===== src/rtl/digdar_pkg.sv =====
// Shared types and constants for the digdar scope read path.
package digdar_pkg;

    typedef enum logic [1:0] {
        StIdle  = 2'd0,
        StReq   = 2'd1,
        StWait  = 2'd2,
        StDrain = 2'd3
    } rd_state_e;

    localparam logic [31:0] AddrInc        = 32'd4;
    localparam int unsigned DefaultTimeout = 255;

    // Scope sample-buffer windows on the system bus.
    localparam logic [31:0] BufWin1 = 32'h0001_0000;
    localparam logic [31:0] BufWin2 = 32'h0002_0000;
    localparam logic [31:0] BufWin3 = 32'h0003_0000;
    localparam logic [31:0] BufWin4 = 32'h0004_0000;

endpackage


===== src/rtl/digdar_sync_fifo.sv =====
// Synchronous first-word-fall-through FIFO with flush and occupancy output.
module digdar_sync_fifo #(
    parameter int unsigned WIDTH = 33,
    parameter int unsigned DEPTH = 4
) (
    input  logic                       i_clk,
    input  logic                       i_rst,
    input  logic                       i_flush,
    input  logic                       i_wr,
    input  logic [WIDTH-1:0]           i_wdata,
    input  logic                       i_rd,
    output logic [WIDTH-1:0]           o_rdata,
    output logic                       o_valid,
    output logic [$clog2(DEPTH):0]     o_occ
);

    localparam int unsigned AW = $clog2(DEPTH);

    logic [AW:0]      r_wptr;
    logic [AW:0]      r_rptr;
    logic [WIDTH-1:0] r_mem [DEPTH];

    logic w_empty;
    logic w_full;
    logic w_wr;
    logic w_rd;

    assign w_empty = (r_wptr == r_rptr);
    assign w_full  = (r_wptr[AW] != r_rptr[AW]) && (r_wptr[AW-1:0] == r_rptr[AW-1:0]);
    assign w_wr    = i_wr && !w_full && !i_flush;
    assign w_rd    = i_rd && !w_empty;

    always_ff @(posedge i_clk or posedge i_rst) begin
        if (i_rst) begin
            r_wptr <= '0;
            r_rptr <= '0;
        end else if (i_flush) begin
            r_wptr <= '0;
            r_rptr <= '0;
        end else begin
            if (w_wr) r_wptr <= r_wptr + 1'b1;
            if (w_rd) r_rptr <= r_rptr + 1'b1;
        end
    end

    always_ff @(posedge i_clk) begin
        if (w_wr) r_mem[r_wptr[AW-1:0]] <= i_wdata;
    end

    // Gate the head so the outputs read zero whenever nothing is presented.
    assign o_rdata = w_empty ? '0 : r_mem[r_rptr[AW-1:0]];
    assign o_valid = !w_empty;
    assign o_occ   = r_wptr - r_rptr;

endmodule


===== src/rtl/digdar_bus_reader.sv =====
// Bus initiator draining a scope buffer into a valid/ready stream.
// Define DIGDAR_BUS_READER_TIMEOUT_EN to enable the ack timeout.
module digdar_bus_reader
    import digdar_pkg::*;
#(
    parameter int unsigned FIFO_DEPTH = 4,
    parameter int unsigned TIMEOUT    = DefaultTimeout,
    parameter int unsigned NW         = 15
) (
    input  logic          sys_clk_i,
    input  logic          sys_rst_i,
    input  logic          start_i,
    input  logic [31:0]   base_addr_i,
    input  logic [NW-1:0] n_words_i,
    input  logic          abort_i,
    output logic [31:0]   sys_addr_o,
    output logic          sys_ren_o,
    input  logic [31:0]   sys_rdata_i,
    input  logic          sys_ack_i,
    input  logic          sys_err_i,
    output logic [31:0]   m_data_o,
    output logic          m_valid_o,
    input  logic          m_ready_i,
    output logic          m_last_o,
    output logic          busy_o,
    output logic          done_o,
    output logic          err_o
);

    localparam int unsigned OccW = $clog2(FIFO_DEPTH) + 1;

    if (FIFO_DEPTH < 2 || (FIFO_DEPTH & (FIFO_DEPTH - 1)) != 0 || TIMEOUT == 0) begin : g_bad_param
        $error("digdar_bus_reader: FIFO_DEPTH must be a power of two >= 2, TIMEOUT >= 1");
    end

    rd_state_e     r_state;
    rd_state_e     w_state_d;
    logic [31:0]   r_addr;
    logic [31:0]   w_addr_d;
    logic [NW-1:0] r_rem;
    logic [NW-1:0] w_rem_d;
    logic          r_done;
    logic          w_done_d;
    logic          r_err;
    logic          w_err_d;

    logic            w_abort;
    logic            w_timeout;
    logic            w_flush;
    logic            w_ren;
    logic            w_fifo_wr;
    logic            w_fifo_rd;
    logic            w_fifo_valid;
    logic [32:0]     w_fifo_wdata;
    logic [32:0]     w_fifo_rdata;
    logic [OccW-1:0] w_occ;

    assign w_abort      = abort_i && (r_state != StIdle);
    assign w_fifo_rd    = w_fifo_valid && m_ready_i;
    assign w_fifo_wdata = {(r_rem == NW'(1)), sys_rdata_i};

`ifdef DIGDAR_BUS_READER_TIMEOUT_EN
    localparam int unsigned CntW = $clog2(TIMEOUT + 1);

    logic [CntW-1:0] r_cnt;

    // Fires on the WAIT cycle whose increment would reach TIMEOUT.
    assign w_timeout = (r_state == StWait) && !sys_ack_i && (r_cnt == CntW'(TIMEOUT - 1));

    always_ff @(posedge sys_clk_i or posedge sys_rst_i) begin
        if (sys_rst_i) begin
            r_cnt <= '0;
        end else if (w_ren) begin
            r_cnt <= '0;
        end else if (r_state == StWait && !sys_ack_i) begin
            r_cnt <= r_cnt + 1'b1;
        end
    end
`else
    assign w_timeout = 1'b0;
`endif

    always_comb begin
        w_state_d = r_state;
        w_addr_d  = r_addr;
        w_rem_d   = r_rem;
        w_done_d  = 1'b0;
        w_err_d   = 1'b0;
        w_flush   = 1'b0;
        w_ren     = 1'b0;
        w_fifo_wr = 1'b0;
        if (w_abort) begin
            w_flush   = 1'b1;
            w_state_d = StIdle;
        end else begin
            unique case (r_state)
                StIdle: begin
                    // A start coinciding with the done pulse is dropped.
                    if (start_i && !r_done) begin
                        w_addr_d = base_addr_i;
                        w_rem_d  = n_words_i;
                        if (n_words_i == '0) w_done_d  = 1'b1;
                        else                 w_state_d = StReq;
                    end
                end
                StReq: begin
                    if (32'(w_occ) < FIFO_DEPTH) begin
                        w_ren     = 1'b1;
                        w_state_d = StWait;
                    end
                end
                StWait: begin
                    if (sys_ack_i) begin
                        if (sys_err_i) begin
                            w_err_d   = 1'b1;
                            w_flush   = 1'b1;
                            w_state_d = StIdle;
                        end else begin
                            w_fifo_wr = 1'b1;
                            w_addr_d  = r_addr + AddrInc;
                            w_rem_d   = r_rem - NW'(1);
                            w_state_d = (r_rem == NW'(1)) ? StDrain : StReq;
                        end
                    end else if (w_timeout) begin
                        w_err_d   = 1'b1;
                        w_flush   = 1'b1;
                        w_state_d = StIdle;
                    end
                end
                StDrain: begin
                    if (w_fifo_rd && w_fifo_rdata[32]) begin
                        w_done_d  = 1'b1;
                        w_state_d = StIdle;
                    end
                end
                default: w_state_d = StIdle;
            endcase
        end
    end

    always_ff @(posedge sys_clk_i or posedge sys_rst_i) begin
        if (sys_rst_i) begin
            r_state <= StIdle;
            r_addr  <= '0;
            r_rem   <= '0;
            r_done  <= 1'b0;
            r_err   <= 1'b0;
        end else begin
            r_state <= w_state_d;
            r_addr  <= w_addr_d;
            r_rem   <= w_rem_d;
            r_done  <= w_done_d;
            r_err   <= w_err_d;
        end
    end

    digdar_sync_fifo #(
        .WIDTH (33),
        .DEPTH (FIFO_DEPTH)
    ) u_fifo (
        .i_clk   (sys_clk_i),
        .i_rst   (sys_rst_i),
        .i_flush (w_flush),
        .i_wr    (w_fifo_wr),
        .i_wdata (w_fifo_wdata),
        .i_rd    (w_fifo_rd),
        .o_rdata (w_fifo_rdata),
        .o_valid (w_fifo_valid),
        .o_occ   (w_occ)
    );

    assign sys_addr_o = r_addr;
    assign sys_ren_o  = w_ren;
    assign m_data_o   = w_fifo_rdata[31:0];
    assign m_last_o   = w_fifo_rdata[32];
    assign m_valid_o  = w_fifo_valid;
    assign busy_o     = (r_state != StIdle);
    assign done_o     = r_done;
    assign err_o      = r_err;

endmodule


===== config.mk =====
export PLATFORM = sky130hd
export DESIGN_NAME = digdar_bus_reader
export DESIGN_NICKNAME = d
export VERILOG_FILES = /design/src/rtl/digdar_pkg.sv /design/src/rtl/digdar_sync_fifo.sv /design/src/rtl/digdar_bus_reader.sv
export SDC_FILE = /design/constraint.sdc
export NUM_CORES = 1
export LEC_CHECK = 0
export BUFFER_PORTS_ARGS = -buffer_cell sky130_fd_sc_hd__buf_4
export CAP_MARGIN = 20
export CORE_MARGIN = 10
export CORE_UTILIZATION = 60
export CTS_CLUSTER_DIAMETER = 50
export DETAILED_ROUTE_END_ITERATION = 12
export PLACE_DENSITY = 0.95
export SETUP_SLACK_MARGIN = 0.3
export SYNTH_ARGS = -nofsm -noshare
export SYNTH_HDL_FRONTEND = slang
export SYNTH_SLANG_ARGS = --single-unit
export TNS_END_PERCENT = 30

===== constraint.sdc =====
create_clock -name sys_clk_i -period 7.9 [get_ports sys_clk_i]
set_clock_uncertainty 0.05 [all_clocks]
set_input_delay 0.395 -clock sys_clk_i [delete_from_list [all_inputs] [get_ports sys_clk_i]]
set_output_delay 0.395 -clock sys_clk_i [all_outputs]
set_load 0.01 [all_outputs]

# Yosys cells after proc, flatten, opt, wreduce, memory -nomap -nowiden
# Memory sizes are Yosys's and may differ from the RTL's.
# Index checks and enable logic that the tools add are counted.
[word_totals]
regBits = 57
ram_bits = 132
inputBits = 86
out_inout_bits = 70
wordCells = 91
mem_count = 1
[op_classes]
add_sub_neg = 5
order_cmp = 1
eq_ne = 15
n_mux = 41
bitwise = 1
n_reduce_logical = 20
[memory_table]
columns = ["memory", "depth", "width", "rd", "rd_clocked_by_memory_dff", "wr", "line", "rtl"]
rows = [
  ["u_fifo.r_mem", 4, 33, 1, 0, 1, "digdar_sync_fifo.sv:21", "logic [WIDTH-1:0] r_mem [DEPTH];"],
]
[ops]
columns = ["cell", "count"]
rows = [
  ["$mux 32", 3],
  ["$pmux 32 s2", 1],
  ["$mux 15", 3],
  ["$mux 33", 1],
  ["$add 32x3->32 const B", 1],
  ["$pmux 15 s2", 1],
  ["$mux 1", 18],
  ["$mux 2", 8],
  ["$eq 15x1->1 const B", 1],
  ["$logic_not 15->1", 1],
  ["$ne 3x3->1 const B", 5],
  ["$sub 15x1->15 const B", 1],
  ["$mux 3", 4],
  ["$reduce_and 5->1", 2],
  ["$logic_and 1x1->1", 8],
  ["$pmux 2 s4", 1],
  ["$reduce_bool 2->1", 4],
  ["$add 3x1->3 const B", 2],
  ["$ne 2x2->1 const B", 3],
  ["$eq 2x2->1 const B", 2],
  ["$logic_not 1->1", 4],
  ["$eq 3x3->1", 1],
  ["$lt 3x3->1 const B", 1],
  ["$sub 3x3->3", 1],
  ["other kinds (6)", 6],
]

# Depth between registers and ports, before layout
[depth]
ltp_word = 8
ltp_mapped = 9
ltp_nobuf = 7

# By module
# Synthesis repeated with hierarchy kept, for this count alone.
[unflattened]
hier_cells = 713
hier_area_um2 = 9399.0
[by_module_without_submodules]
columns = ["module", "n_inst", "cells_per_inst", "area_per_inst_um2", "seq_area_each_um2"]
rows = [
  ["digdar_sync_fifo", 1, 276, 5768.0, 4113.9],
  ["digdar_bus_reader", 1, 437, 3631.0, 1276.2],
]

# Worst setup path before layout
# OpenSTA, ideal clock, no wires.
[synth_path]
kind = "reg-to-reg"
from = "register u_fifo.r_rptr[1]"
to = "memory u_fifo.r_mem[3][0] (enable)"
setup_time_ns = 0.395
arrival_time_ns = 2.344
required_time_ns = 7.455
setup_slack_ns = 5.111
stages_incl_launch_ff = 7
n_path_buf = 2
synth_period_minus_slack_ns = 2.789
path_cell_list = "dfrtp_1 > clkbuf_1 > clkbuf_1 > inv_1 > ha_1 > nand3_1 > and3_1"
[synth_between]
elab_chain_len = 7
[synth_lines]
columns = ["element", "line", "rtl"]
rows = [
  ["from (decl)", "digdar_sync_fifo.sv:20", "logic [AW:0] r_rptr;"],
  ["from (signal assigned)", "digdar_sync_fifo.sv:42", "if (w_rd) r_rptr <= r_rptr + 1'b1;"],
  ["$eq 2x2->1", "digdar_sync_fifo.sv:29", "assign w_full = (r_wptr[AW] != r_rptr[AW]) && (r_wptr[AW-1:0] == r_rptr[AW-1:0]);"],
  ["$logic_and 1x1->1", "digdar_sync_fifo.sv:29", ""],
  ["$logic_not 1->1", "digdar_sync_fifo.sv:30", "assign w_wr = i_wr && !w_full && !i_flush;"],
  ["$logic_and 1x1->1 (2 in a row)", "digdar_sync_fifo.sv:30", ""],
  ["$mux 1", "digdar_sync_fifo.sv:47", "if (w_wr) r_mem[r_wptr[AW-1:0]] <= i_wdata;"],
  ["$mux 1 (implied by the code)", "digdar_sync_fifo.sv:47", ""],
  ["to (decl)", "digdar_sync_fifo.sv:21", ""],
]
# Every way passes these cells.

# Worst setup path after layout
[layout_path]
from = "register r_state[0]"
to = "memory u_fifo.r_mem[2][4] (enable)"
[layout_between]
elab_chain_len = 7
word_cells_on_any_way = 12
classes_between = "eq/ne: 1; mux: 6; reduce/logical: 5"
[layout_lines]
columns = ["element", "line", "rtl"]
rows = [
  ["from (decl)", "digdar_bus_reader.sv:36", "rd_state_e r_state;"],
  ["from (signal assigned)", "digdar_bus_reader.sv:143", "r_state <= StIdle;"],
  ["from (signal assigned)", "digdar_bus_reader.sv:149", "r_state <= w_state_d;"],
  ["$eq 2x2->1 or $reduce_bool 2->1 (tied branches)", "digdar_bus_reader.sv:96, digdar_bus_reader.sv:58", ""],
  ["$mux 1 or $logic_and 1x1->1 (tied branches)", "digdar_bus_reader.sv:96, digdar_bus_reader.sv:58", ""],
  ["$mux 1", "digdar_bus_reader.sv:92", "if (w_abort) begin"],
  ["$logic_and 1x1->1 or $logic_not 1->1 (tied branches)", "digdar_sync_fifo.sv:30", ""],
  ["$logic_and 1x1->1 (*)", "digdar_sync_fifo.sv:30", ""],
  ["$mux 1 (*)", "digdar_sync_fifo.sv:47", ""],
  ["$mux 1 (implied by the code) (*)", "digdar_sync_fifo.sv:47", ""],
]
# Mark *: on every way between the ends. The rest lies on a longest branch, timed or not.

==> summary.md <==
| Metric | Value |
|---|---|
| Max Fclk | `285 MHz` |
| First-pass GRT wire length | `33.5 mm` |
| Hold depth | `1` |
| Crit path max fanout | `60` |
| Final period util | `0.445` |
| Worst Setup End Kind | `flip-flop` |
| Largest net degree at the start of global routing | `61` |
| Max Cap Viol | `0` |
| Global-route usage over all layers | `0.213` |
| Mean routed wirelength per cell | `21.3 um` |
| Power Dens Cells | `363 nW/um2` |
| CP top delay family | `buffers and inverters` |
| Crit path DAT | `3540 ps` |
| RSZ-0062 raised after global routing | `false` |
| Postcts setup bufs | `0` |
| Critical Path, Cell by Cell | `inv_1, ha_2, buf_4, nor2b_1, and3_1, and3_1, buf_4` |
| Fin crit period | `3510 ps` |
| EDFF count, synth | `132` |
| Residual DRC count | `0` |
| Placement Cell Area | `10,100 um2` |
| R2R Path Start | `r_state[0]` |
| Critical path startpoint category | `flip-flop` |
| Seq/Total Area, Yosys | `0.611` |
| Synth Instances | `657` |
| Core area | `14,500 um2` |
| CP max stage cell | `ha_2` |
| Setup TNS | `0 ps` |
| Initial antenna violation count | `0` |
| Port bufs | `155` |
| Dpl hpwl | `14.6 mm` |
| CP bufs+invs | `3` |
| Final Total Pwr | `3.88 mW` |
| Relative max-transition margin | `0.443` |
| Hold-fix buffers at CTS | `0` |
| H-tree levels | `4` |
| Clk sink count | `189` |
| Fillers | `911` |
| # diodes | `0` |
| Antenna-violating nets left | `0` |
| Number of distinct library cells after synthesis | `63` |
| Die Ht | `141 um` |
| Async SR Flop Fraction | `0.302` |
| Hold endpoint | `u_fifo.r_mem[1][23]` |
| Std-Cell Rows | `44` |
| R2r worst-path depth | `7` |
| Pre-antenna DRT Iters | `5` |
| Clk slew on worst S/H paths | `80 ps` |
| Fin area | `10,700 um2` |
| Grt ovf | `0` |
| Iter 0 DRT Violations | `526` |
| Setup Viol. Count Final | `0` |
| Setup CP Type | `flip-flop to flip-flop` |
| Clock latency on the worst-skew pair | `440 ps` |
| Yosys warns | `0` |
| Synth-to-Final Area Change | `21.2%` |
| Hold slack | `108 ps` |
| Share of post-route cells with drive strength above 1 | `0.306` |
| Slew Viols, Final | `0` |
| Final nets | `909` |
| Net Count, Synth | `758` |
| Post-cts resize count | `0` |
| Synth Flop Type | `edfxtp_1` |
| Final hold violations | `0` |
| Worst-margin pin slew | `836 ps` |
| Via-to-Cell Ratio | `6.22` |
| Worst hold start | `sys_rdata_i[23]` |
| Vias in the first global route | `6,238` |
| WL final | `21.4 mm` |
| Maximum vdd drop | `0.000467 V` |
| Top Ports | `156` |
| Inserted Clock Buffers | `17` |
| TritonCTS clock tree | `yes` |
| Non-Filler Instances | `1,005` |
| Die X | `141 um` |
| Outcome | `finished clean` |
| Flop2flop setup slack | `4390 ps` |
| Syn Std Cell Area | `8820 um2` |
| Leakage power | `4.05 nW` |
| Initial Util | `0.609` |
| Die area | `19,900 um2` |
| Clk buf depth | `2` |
| Routability congestion estimate | `0.865` |
| RR Endpoint | `u_fifo.r_mem[2][4]` |
| Post-synthesis average cell area | `13.4 um2` |
| Dpl cells | `973` |
| Crit-path max cell delay | `770 ps` |
| CTS Root Cell | `clkbuf_16` |
| Seq cells post-synth | `189` |
| Critical Path RT | `7920 ps` |
| Routed vias | `6,248` |
| Hold Crit Class | `input port to flip-flop` |
==> routing by layer <==
layer	track usage	vias up	wire, um
met4	0.0886	0	690
met5	0	-	0
li1	-	2838	-
met2	0.354	330	10800
met1	0.261	3020	8300
met3	0.0514	60	1590
==> logic make-up after synthesis <==
logic type	synth area share
xor gates and xnor gates	0.00497
and+or+nand+nor	0.132
DFF	0.611
adders and majority gates	0.0213
muxes	0.0922
AOI/OAI and AO/OA	0.110
buffers and inverters	0.0282
==> synth_stat cells, types with 5 or more instances <==
library cell,instances,share of area
edfxtp_1,132,0.45
dfrtp_1,57,0.16
a21oi_1,50,0.028
nand2_1,45,0.019
and2_1,35,0.025
mux4_2,33,0.084
nand3_1,31,0.018
nor2_1,31,0.013
o22ai_1,18,0.013
a2bb2oi_1,17,0.017
clkbuf_1,17,0.0072
inv_1,17,0.0072
o21ai_0,17,0.0096
ha_1,15,0.021
buf_2,10,0.0057
nand4_1,10,0.0071
nor3_1,9,0.0051
and3_1,8,0.0057
mux2i_1,7,0.0079
nor2b_1,7,0.0050
o21ai_1,7,0.0040
nand2b_1,6,0.0043
nor4_1,6,0.0043
a31oi_1,5,0.0035
buf_6,5,0.0064
o22a_1,5,0.0050
o31ai_1,5,0.0043
==> per-stage QoR <==
| step | utilization | setup WS, ps |
|---|---|---|
| final | 0.738 | 4390 |
| after global routing | 0.738 | 4130 |
| after CTS | 0.738 | 4390 |
| after detailed placement | 0.699 | 4420 |
| after global placement | 0.699 | 4540 |
| after floorplan | - | 5110 |
==> worst max path at each step <==
| stage | from | to | slack [ps] | cells after the start |
|---|---|---|---|---|
| after floorplan | u_fifo.r_rptr[1] | u_fifo.r_mem[3][0] | 5110 | 6 |
| after global placement | r_state[0] | u_fifo.r_mem[2][6] | 4540 | 7 |
| after detailed placement | r_state[0] | u_fifo.r_mem[2][16] | 4420 | 7 |
| after CTS | r_state[0] | u_fifo.r_mem[2][5] | 4390 | 7 |
| after global routing | r_state[0] | u_fifo.r_mem[2][6] | 4130 | 7 |
| final | r_state[0] | u_fifo.r_mem[2][4] | 4390 | 7 |
==> where the power goes <==
part | switching (mW) | internal, mW | total [mW]
Combinational | 0.891 | 0.780 | 1.67
Clock | 0.397 | 0.420 | 0.818
Sequential | 0.179 | 1.21 | 1.39
Total | 1.47 | 2.41 | 3.88
==> worst reg2reg max path: cells and delay by family, from the launching register on <==
| kind | cells | cell delay (ps) |
|---|---|---|
| fa+ha+maj | 1 | 770 |
| flops | 1 | 440 |
| buf+inv | 3 | 1200 |
| simple gates | 3 | 700 |
==> flip-flops by register name, summed over array words and instances, names as in the netlist <==
name           flops
err_o              1
r_state            2
u_fifo.r_mem     132
u_fifo.r_wptr      3
sys_addr_o        32
done_o             1
u_fifo.r_rptr      3
r_rem             15
==> placed cells by master, fill, tap and decap left out, types with 3 or more instances in the layout <==
cell	Yosys	layout
nand3_1	31	31
and2_1	35	35
o21ai_1	7	7
clkbuf_16	0	17
ha_1	15	14
mux2i_1	7	7
dfrtp_1	57	56
xor2_1	3	3
nand3b_1	3	3
a21oi_1	50	50
nand2_1	45	45
nor3_1	9	9
inv_8	0	4
o22a_1	5	5
a31oi_1	5	5
edfxtp_1	132	132
nor4_4	3	3
nand4_1	10	10
nand2b_1	6	6
o22ai_1	18	18
a2bb2oi_1	17	17
inv_1	17	16
nor4_1	6	6
mux4_2	33	33
and3_1	8	8
o21ai_0	17	17
inv_6	0	7
nor2_1	31	31
nor2b_1	7	7
buf_4	1	167
o31ai_1	5	5
==> layout make-up <==
| type | instances | area (um2) | area share |
|---|---|---|---|
| Clock buffer | 17 | 425 | 0.0398 |
| Clock inverter | 15 | 143 | 0.0133 |
| Inverter | 17 | 63.8 | 0.00597 |
| Multi-Input combinational cell | 416 | 3180 | 0.298 |
| Sequential cell | 189 | 5390 | 0.504 |
| Tap cell | 184 | 230 | 0.0215 |
| Timing Repair Buffer | 167 | 1250 | 0.117 |
Note: power is estimated with default switching activity, not from simulation.
